$ cat config.mk
export PLATFORM = sky130hd
export DESIGN_NAME = prng_rr_arbiter
export DESIGN_NICKNAME = d
export VERILOG_FILES = /design/src/rtl/prng_arb_pkg.sv /design/src/rtl/rr_pick.sv /design/src/rtl/prng_rr_arbiter.sv
export SDC_FILE = /design/constraint.sdc
export NUM_CORES = 1
export LEC_CHECK = 0
export CORE_UTILIZATION = 46
export DETAILED_ROUTE_END_ITERATION = 8
export PLACE_DENSITY_LB_ADDON = 0.2
export SYNTH_ARGS = -nofsm -noshare
export SYNTH_HDL_FRONTEND = slang
export SYNTH_SLANG_ARGS = --single-unit
$ cat constraint.sdc
create_clock -name clk -period 2 [get_ports clk]
set_input_delay 0.2 -clock clk [delete_from_list [all_inputs] [get_ports clk]]
set_output_delay 0.2 -clock clk [all_outputs]
set_load 0.02 [all_outputs]
$ cat src/rtl/prng_arb_pkg.sv
// Shared types and defaults for the PRNG round-robin arbiter slice.
// Latency: n/a (types and constants only).
// Backpressure: n/a.
package prng_arb_pkg;

  typedef enum logic {
    WARMUP = 1'b0,
    RUN    = 1'b1
  } arb_state_e;

  localparam int NUM_REQ_DEF    = 4;
  localparam int RAND_W_DEF     = 12;
  localparam int WARMUP_CYC_DEF = 16;

  // Next index after idx in a ring of n entries. An explicit compare keeps
  // non-power-of-two ring sizes correct.
  function automatic int wrap_inc(input int idx, input int n);
    return (idx >= n - 1) ? 0 : idx + 1;
  endfunction

endpackage

$ cat src/rtl/rr_pick.sv
// Round-robin picker: first set bit of eligible, scanning upward from rr_ptr with wrap.
// Latency: purely combinational.
// Backpressure: none; valid=0 when no bit of eligible is set.
module rr_pick #(
  parameter int NUM_REQ = 4,
  parameter int PTR_W   = $clog2(NUM_REQ)
) (
  input  logic [NUM_REQ-1:0] eligible,
  input  logic [PTR_W-1:0]   rr_ptr,
  output logic [PTR_W-1:0]   winner,
  output logic               valid
);

  // rr_ptr + off, folded back into 0..NUM_REQ-1 by compare rather than overflow.
  function automatic logic [PTR_W-1:0] wrap_add(input logic [PTR_W-1:0] base, input int off);
    int sum;
    sum = int'(base) + off;
    if (sum > NUM_REQ - 1) sum = sum - NUM_REQ;
    return PTR_W'(sum);
  endfunction

  logic [PTR_W-1:0] cand;

  // Scan from the farthest offset back toward rr_ptr so the nearest eligible index wins.
  always_comb begin
    winner = '0;
    valid  = 1'b0;
    cand   = rr_ptr;
    for (int k = NUM_REQ - 1; k >= 0; k--) begin
      cand = wrap_add(rr_ptr, k);
      if (eligible[cand]) begin
        winner = cand;
        valid  = 1'b1;
      end
    end
  end

endmodule

$ cat src/rtl/prng_rr_arbiter.sv
// Shares one PRNG stream among NUM_REQ consumers: one round-robin grant per cycle after warm-up.
// Latency: req seen before edge k -> registered one-cycle gnt + rand_out after edge k.
// Backpressure: none; en=0 or no eligible req gives gnt=0 and holds rand_out/rr_ptr.
// Optional PRNG_ARB_STATS_EN adds grant_cnt and starve_flag outputs.
module prng_rr_arbiter
  import prng_arb_pkg::*;
#(
  parameter int NUM_REQ    = NUM_REQ_DEF,
  parameter int RAND_W     = RAND_W_DEF,
  parameter int WARMUP_CYC = WARMUP_CYC_DEF
) (
  input  logic               clk,
  input  logic               rst_n,
  input  logic [RAND_W-1:0]  rand_num,
  input  logic               en,
  input  logic [NUM_REQ-1:0] req,
  output logic [NUM_REQ-1:0] gnt,
  output logic [RAND_W-1:0]  rand_out,
  output logic               ready
`ifdef PRNG_ARB_STATS_EN
  ,
  output logic [31:0]        grant_cnt,
  output logic [NUM_REQ-1:0] starve_flag
`endif
);

  localparam int PTR_W  = $clog2(NUM_REQ);
  localparam int WCNT_W = $clog2(WARMUP_CYC + 1);

  arb_state_e        state, state_nxt;
  logic [WCNT_W-1:0] warm_cnt;
  logic [PTR_W-1:0]  rr_ptr;
  logic [PTR_W-1:0]  pick_idx;
  logic              pick_vld;
  logic              arb_ok;
  logic [NUM_REQ-1:0] eligible;

  // A requester granted this cycle sits out the next one, so held req is never double-granted.
  assign eligible = req & ~gnt;

  rr_pick #(
    .NUM_REQ (NUM_REQ),
    .PTR_W   (PTR_W)
  ) u_rr_pick (
    .eligible (eligible),
    .rr_ptr   (rr_ptr),
    .winner   (pick_idx),
    .valid    (pick_vld)
  );

  // State register.
  always_ff @(posedge clk or negedge rst_n) begin
    if (!rst_n) state <= WARMUP;
    else        state <= state_nxt;
  end

  // Leave WARMUP on the WARMUP_CYC-th edge after reset release; RUN is terminal.
  always_comb begin
    state_nxt = state;
    if (state == WARMUP && warm_cnt == WCNT_W'(WARMUP_CYC - 1)) state_nxt = RUN;
  end

  // Outputs decoded from state.
  always_comb begin
    ready  = (state == RUN);
    arb_ok = (state == RUN) && en;
  end

  // Warm-up counter: counts discarded PRNG cycles, frozen once running.
  always_ff @(posedge clk or negedge rst_n) begin
    if (!rst_n)                warm_cnt <= '0;
    else if (state == WARMUP)  warm_cnt <= warm_cnt + 1'b1;
  end

  // Grant register: one-hot pulse, sample capture and pointer advance past the winner.
  always_ff @(posedge clk or negedge rst_n) begin
    if (!rst_n) begin
      gnt      <= '0;
      rand_out <= '0;
      rr_ptr   <= '0;
    end else if (arb_ok && pick_vld) begin
      gnt      <= {{(NUM_REQ-1){1'b0}}, 1'b1} << pick_idx;
      rand_out <= rand_num;
      rr_ptr   <= PTR_W'(wrap_inc(int'(pick_idx), NUM_REQ));
    end else begin
      gnt      <= '0;
    end
  end

`ifdef PRNG_ARB_STATS_EN
  localparam int SW = $clog2(2 * NUM_REQ + 2);

  logic [SW-1:0] wait_cnt [NUM_REQ];

  // Saturating count of issued grants.
  always_ff @(posedge clk or negedge rst_n) begin
    if (!rst_n)                          grant_cnt <= '0;
    else if (|gnt && grant_cnt != '1)    grant_cnt <= grant_cnt + 32'd1;
  end

  // Per-requester wait counters; flag sticks once a req waits more than 2*NUM_REQ RUN cycles.
  always_ff @(posedge clk or negedge rst_n) begin
    if (!rst_n) begin
      starve_flag <= '0;
      for (int i = 0; i < NUM_REQ; i++) wait_cnt[i] <= '0;
    end else begin
      for (int i = 0; i < NUM_REQ; i++) begin
        if (ready && req[i] && !gnt[i]) begin
          if (wait_cnt[i] != SW'(2 * NUM_REQ + 1)) wait_cnt[i] <= wait_cnt[i] + 1'b1;
        end else begin
          wait_cnt[i] <= '0;
        end
        if (wait_cnt[i] > SW'(2 * NUM_REQ)) starve_flag[i] <= 1'b1;
      end
    end
  end
`endif

endmodule

-- Word-level counts from Yosys, hierarchy flattened
Index checks and enable logic that the tools add are counted.
- register bits: 24
- input bits: 19
- output and inout bits: 17
- add/sub/neg operators: 9
- magnitude comparators: 9
- equality and inequality tests: 1
- shifts and indexed selects: 1
- muxes and demuxes: 22
- bitwise operators: 3
- reduce and logical (&&, ||, !) cells: 3
- operators with widths (operator ; number):
    $mux W2 ; 9
    $lt A2 B3 Y1 const B ; 4
    $gt A3 B2 Y1 const B ; 3
    $bmux W1 S2 ; 4
    $mux W1 ; 8
    $sub A2 B1 Y2 const B ; 4
    $add A2 B2 Y3 const B ; 2
    $add A5 B1 Y5 const B ; 1
    $eq A5 B4 Y1 const B ; 1
    $and A4 B4 Y4 ; 1
    $mux W4 ; 1
    $not A4 Y4 ; 1
    $shl A1 B2 Y4 const A ; 1
    $add A2 B1 Y3 const B ; 1
    $logic_and A1 B1 Y1 ; 3
    $add A2 B1 Y2 const B ; 1
    $ge A2 B2 Y1 const B ; 1
    $gt A2 B2 Y1 const B ; 1
    $not A1 Y1 ; 1

-- Depth between registers and ports, before layout
- depth after elaboration: 11
- depth in mapped cells: 7

-- By module
Synthesis repeated with hierarchy kept, for this count alone.
- cell total of the unflattened synthesis: 83
- area, all modules: 1126.1 µm²
- by module, submodules not included (module ; times used ; cells each ; area each (µm²) ; sequential area each (µm²)):
    prng_rr_arbiter ; 1 ; 70 ; 1048.5 ; 600.6
    rr_pick ; 1 ; 13 ; 77.6 ; 0.0

-- Least setup slack after synthesis
No wires, ideal clock.
- path type: reg-to-reg
- start point: register gnt[0]
- end point: register rr_ptr[1]
- library setup time: 0.126 ns
- arrival: 1.423 ns
- data required time: 1.874 ns
- path slack: 0.451 ns
- cell stages (with the launch flop): 8
- clock period less this slack: 1.549 ns
- path through: dfrtp_1 -> and3b_1 -> o21ai_0 -> a21boi_0 -> a21oi_1 -> ha_1 -> nand2_1 -> o21ai_0
- longest elaborated chain between the ends: 10
- elaborated cells between the ends (all ways): 22
- those cells by class: add/sub: 1; order compare: 1; mux: 17; bitwise: 2; reduce/logical: 1
- RTL lines (item ; line ; RTL):
    start, declared ; prng_rr_arbiter.sv:17 ; output logic [NUM_REQ-1:0] gnt,
    start signal, assigned ; prng_rr_arbiter.sv:82 ; gnt <= {{(NUM_REQ-1){1'b0}}, 1'b1} << pick_idx;
    $not A4 Y4 (*) ; prng_rr_arbiter.sv:39 ; assign eligible = req & ~gnt;
    $and A4 B4 Y4 (*) ; prng_rr_arbiter.sv:39 ;
    $bmux W1 S2 ; rr_pick.sv:31 ; if (eligible[cand]) begin
    $mux W1 (not written as such) ; rr_pick.sv:31 ;
    $mux W2 (4 in series) ; rr_pick.sv:31 ;
    $add A2 B1 Y2 / $ge A2 B2 Y1 (equally long branches) ; prng_arb_pkg.sv:18 ; return (idx >= n - 1) ? 0 : idx + 1;
    $mux W2 ; prng_arb_pkg.sv:18 ;
    end signal, assigned ; prng_rr_arbiter.sv:84 ; rr_ptr <= PTR_W'(wrap_inc(int'(pick_idx), NUM_REQ));
    end, declared ; prng_rr_arbiter.sv:32 ; logic [PTR_W-1:0] rr_ptr;
Mark *: on every way between the ends. The rest lies on a longest branch, timed or not. The select of a mux whose other input is x is not followed.
A chain may end at the register's enable or synchronous reset.

-- Final worst setup path
- start point: register state, in the netlist ready
- end point: output ready
- RTL lines (item ; line ; RTL):
    start, declared ; prng_rr_arbiter.sv:30 ; arb_state_e state, state_nxt;
    start signal, assigned ; prng_rr_arbiter.sv:54 ; else state <= state_nxt;
    end, declared ; prng_rr_arbiter.sv:19 ; output logic ready
No word-level cell between the ends.

==> flow_summary.toml <==
[global_route]
grt_pass1_vias = 789
grt_pass1_wl_mm = 3.38
grt_overflow_total = 0
antenna_found_initial = 0
grt_start_max_net_pins = 25
track_usage = 0.168

[finish]
syn_to_final_growth_pct = 33.9
final_common_cell = "clkdlybuf4s50_1"
finish.utilization = 0.651
drive_above_1_share = 0.210
final_cell_mix = "clkdlybuf4s50_1, dfrtp_1, mux2_4"
n_antenna_cell = 0
layout.nets = 150

[worst_setup_path]
end_kind = "output port"
slowest_stage = "clkdlybuf4s50_1"
cpPeakStageDelay_ps = 670
crit_arrival_ps = 1520
crit_chain = "clkdlybuf4s50_1"
path_buf_inv = 1
reg2reg_slack_ps = 360
setup.worst_path.start_class = "register"
worstPathRequired_ps = 1800
crit_family = "buffers and inverters"
crit_type = "register to output port"
cp_max_fo = 9

[sta]
timing.final.ws_setup_ps = 283
period_minus_slack_ps = 1720
finClkSkew_ps = 2.03
max_freq_mhz = 582
worst_pin_slew_ps = 316
rsz0062_at_grt = "false"
setup_viol = 0
hold_viol_final = 0
post-route-period-util = 0.859
fin_tns_setup_ps = 0
max_slew_margin = 0.790
slew_viol_final = 0

[detailed_routing]
drc_errors = 0
viasPerCell = 5.06
wl_per_cell_um = 13.6
drt_wl_total_mm = 2.10
dr.first_iter.drc_count = 7
first_pass_iters = 4
dr_total_vias = 779
postRouteAntennaNets = 0

[power_and_ir_drop]
cellLeakagePower_nw = 0.745
power_density_mw_per_mm2 = 874
irDropWorstVdd_uv = 613

[clocking]
cts_buffers = 3
postCtsSetupBuffers = 0
path_clk_slew_ps = 120
cts_root_buf = "clkbuf_4"
cts_hold_buf = 0
cts_htree_levels = 1
tritoncts = "built"
worstSkewPairLatency_ps = 300
clk_path_buf_depth = 2
cts_resized = 0
clock-sinks = 24

[placed_design]
dp_hpwl_mm = 1.64
numPortBuffers = 35
pre_cts_slack_ps = 103
finalWeightedCongestion = 0.813

[floorplanning]
start_util = 0.486
die_area_mm2 = 0.00280
fp.dieW_um = 52.9
core_region_area_mm2 = 0.00245
die_y_um = 52.9
ioPinCount = 36
row_count = 18

[yosys]
synth_ff_type = "dfrtp_1"
syn_area_mm2 = 0.00119
synth_async_sr_flop_share = 1.00
synth-edff-count = 0
syn_inst = 85
yosysWarnings = 0
synth_nets = 110
synth_cell_type_count = 29
synth-seq-cells = 24
ys_seq_area_frac = 0.503
syn_area_per_cell_um2 = 14.0

[flow_run]
cap_violations = 0

[hold_path]
hp-class = "input port to async pin"

[run_status]
status = "complete, no violations"
cells by family after synthesis:
kind of cell | synth area share
compound gates | 0.0786
flops | 0.503
mux | 0.160
xor+xnor | 0.0220
simple gates | 0.125
buf+inv | 0.0482
fa+ha+maj | 0.0629
cells in the mapped netlist (all sizes together) (2+ instances only):
cell	instances	area, µm²
mux2	13	191
xnor2	3	26.3
inv	4	15.0
dfrtp	24	601
buf	3	42.5
and2	4	25.0
a21oi	2	10.0
nand2b	5	48.8
o21ai	5	25.0
ha	6	75.1
nand2	3	18.8
power by group:
group	leakage, nW	switching [mW]	internal [mW]
combinational	0.434	0.245	0.285
sequential	0.290	0.0601	0.561
clock	0.0210	0.134	0.111
final timing paths:
kind | start | endpoint | cells past startpoint
worst min register to register | warm_cnt[3]$_DFFE_PN0N_ | warm_cnt[3]$_DFFE_PN0N_ | 1
max in group asynchronous | rst_n | rand_out[1]$_DFFE_PN0P_ | 2
worst max register to register | gnt[1]$_DFF_PN0_ | gnt[2]$_DFF_PN0_ | 6
min in group clk | warm_cnt[3]$_DFFE_PN0N_ | warm_cnt[3]$_DFFE_PN0N_ | 1
worst max-delay path | ready$_DFFE_PN0P_ | ready | 1
worst min-delay path | rst_n | rand_out[6]$_DFFE_PN0P_ | 2
metal layers:
metal,up-vias,track usage,routed length [µm],part of all wire
met3,2,0.0287,120,0.057
met4,0,0.0877,10,0.0048
met5,-,0,0,0
met1,374,0.206,901,0.43
li1,375,-,-,-
met2,28,0.281,1060,0.51
layout make-up:
class                      count  area, µm²
clock buffer                   4       36.3
timing repair buffer          38        373
tap                           30       37.5
sequential                    24        601
multi-input combinational     54        536
fill                         184        857
inverter                       4       15.0
state kept, by name, summed over array words and instances (netlist names):
| signal | flops |
|---|---|
| warm_cnt | 5 |
| rr_ptr | 2 |
| rand_out | 12 |
| ready | 1 |
| gnt | 4 |
metrics by stage:
step / cell area (µm²) / cells / hold WS, ps / total power [mW]
after floorplan: 1190 / 85 / -95.6 / 0.943
after global placement: 1560 / 150 / 454 / 1.14
after detailed placement: 1560 / 150 / 481 / 1.16
after CTS: 1600 / 154 / 234 / 1.42
after global routing: 1600 / 154 / 243 / 1.49
final: 1600 / 154 / 235 / 1.40
No activity file was read; power rests on OpenSTA's default activity.
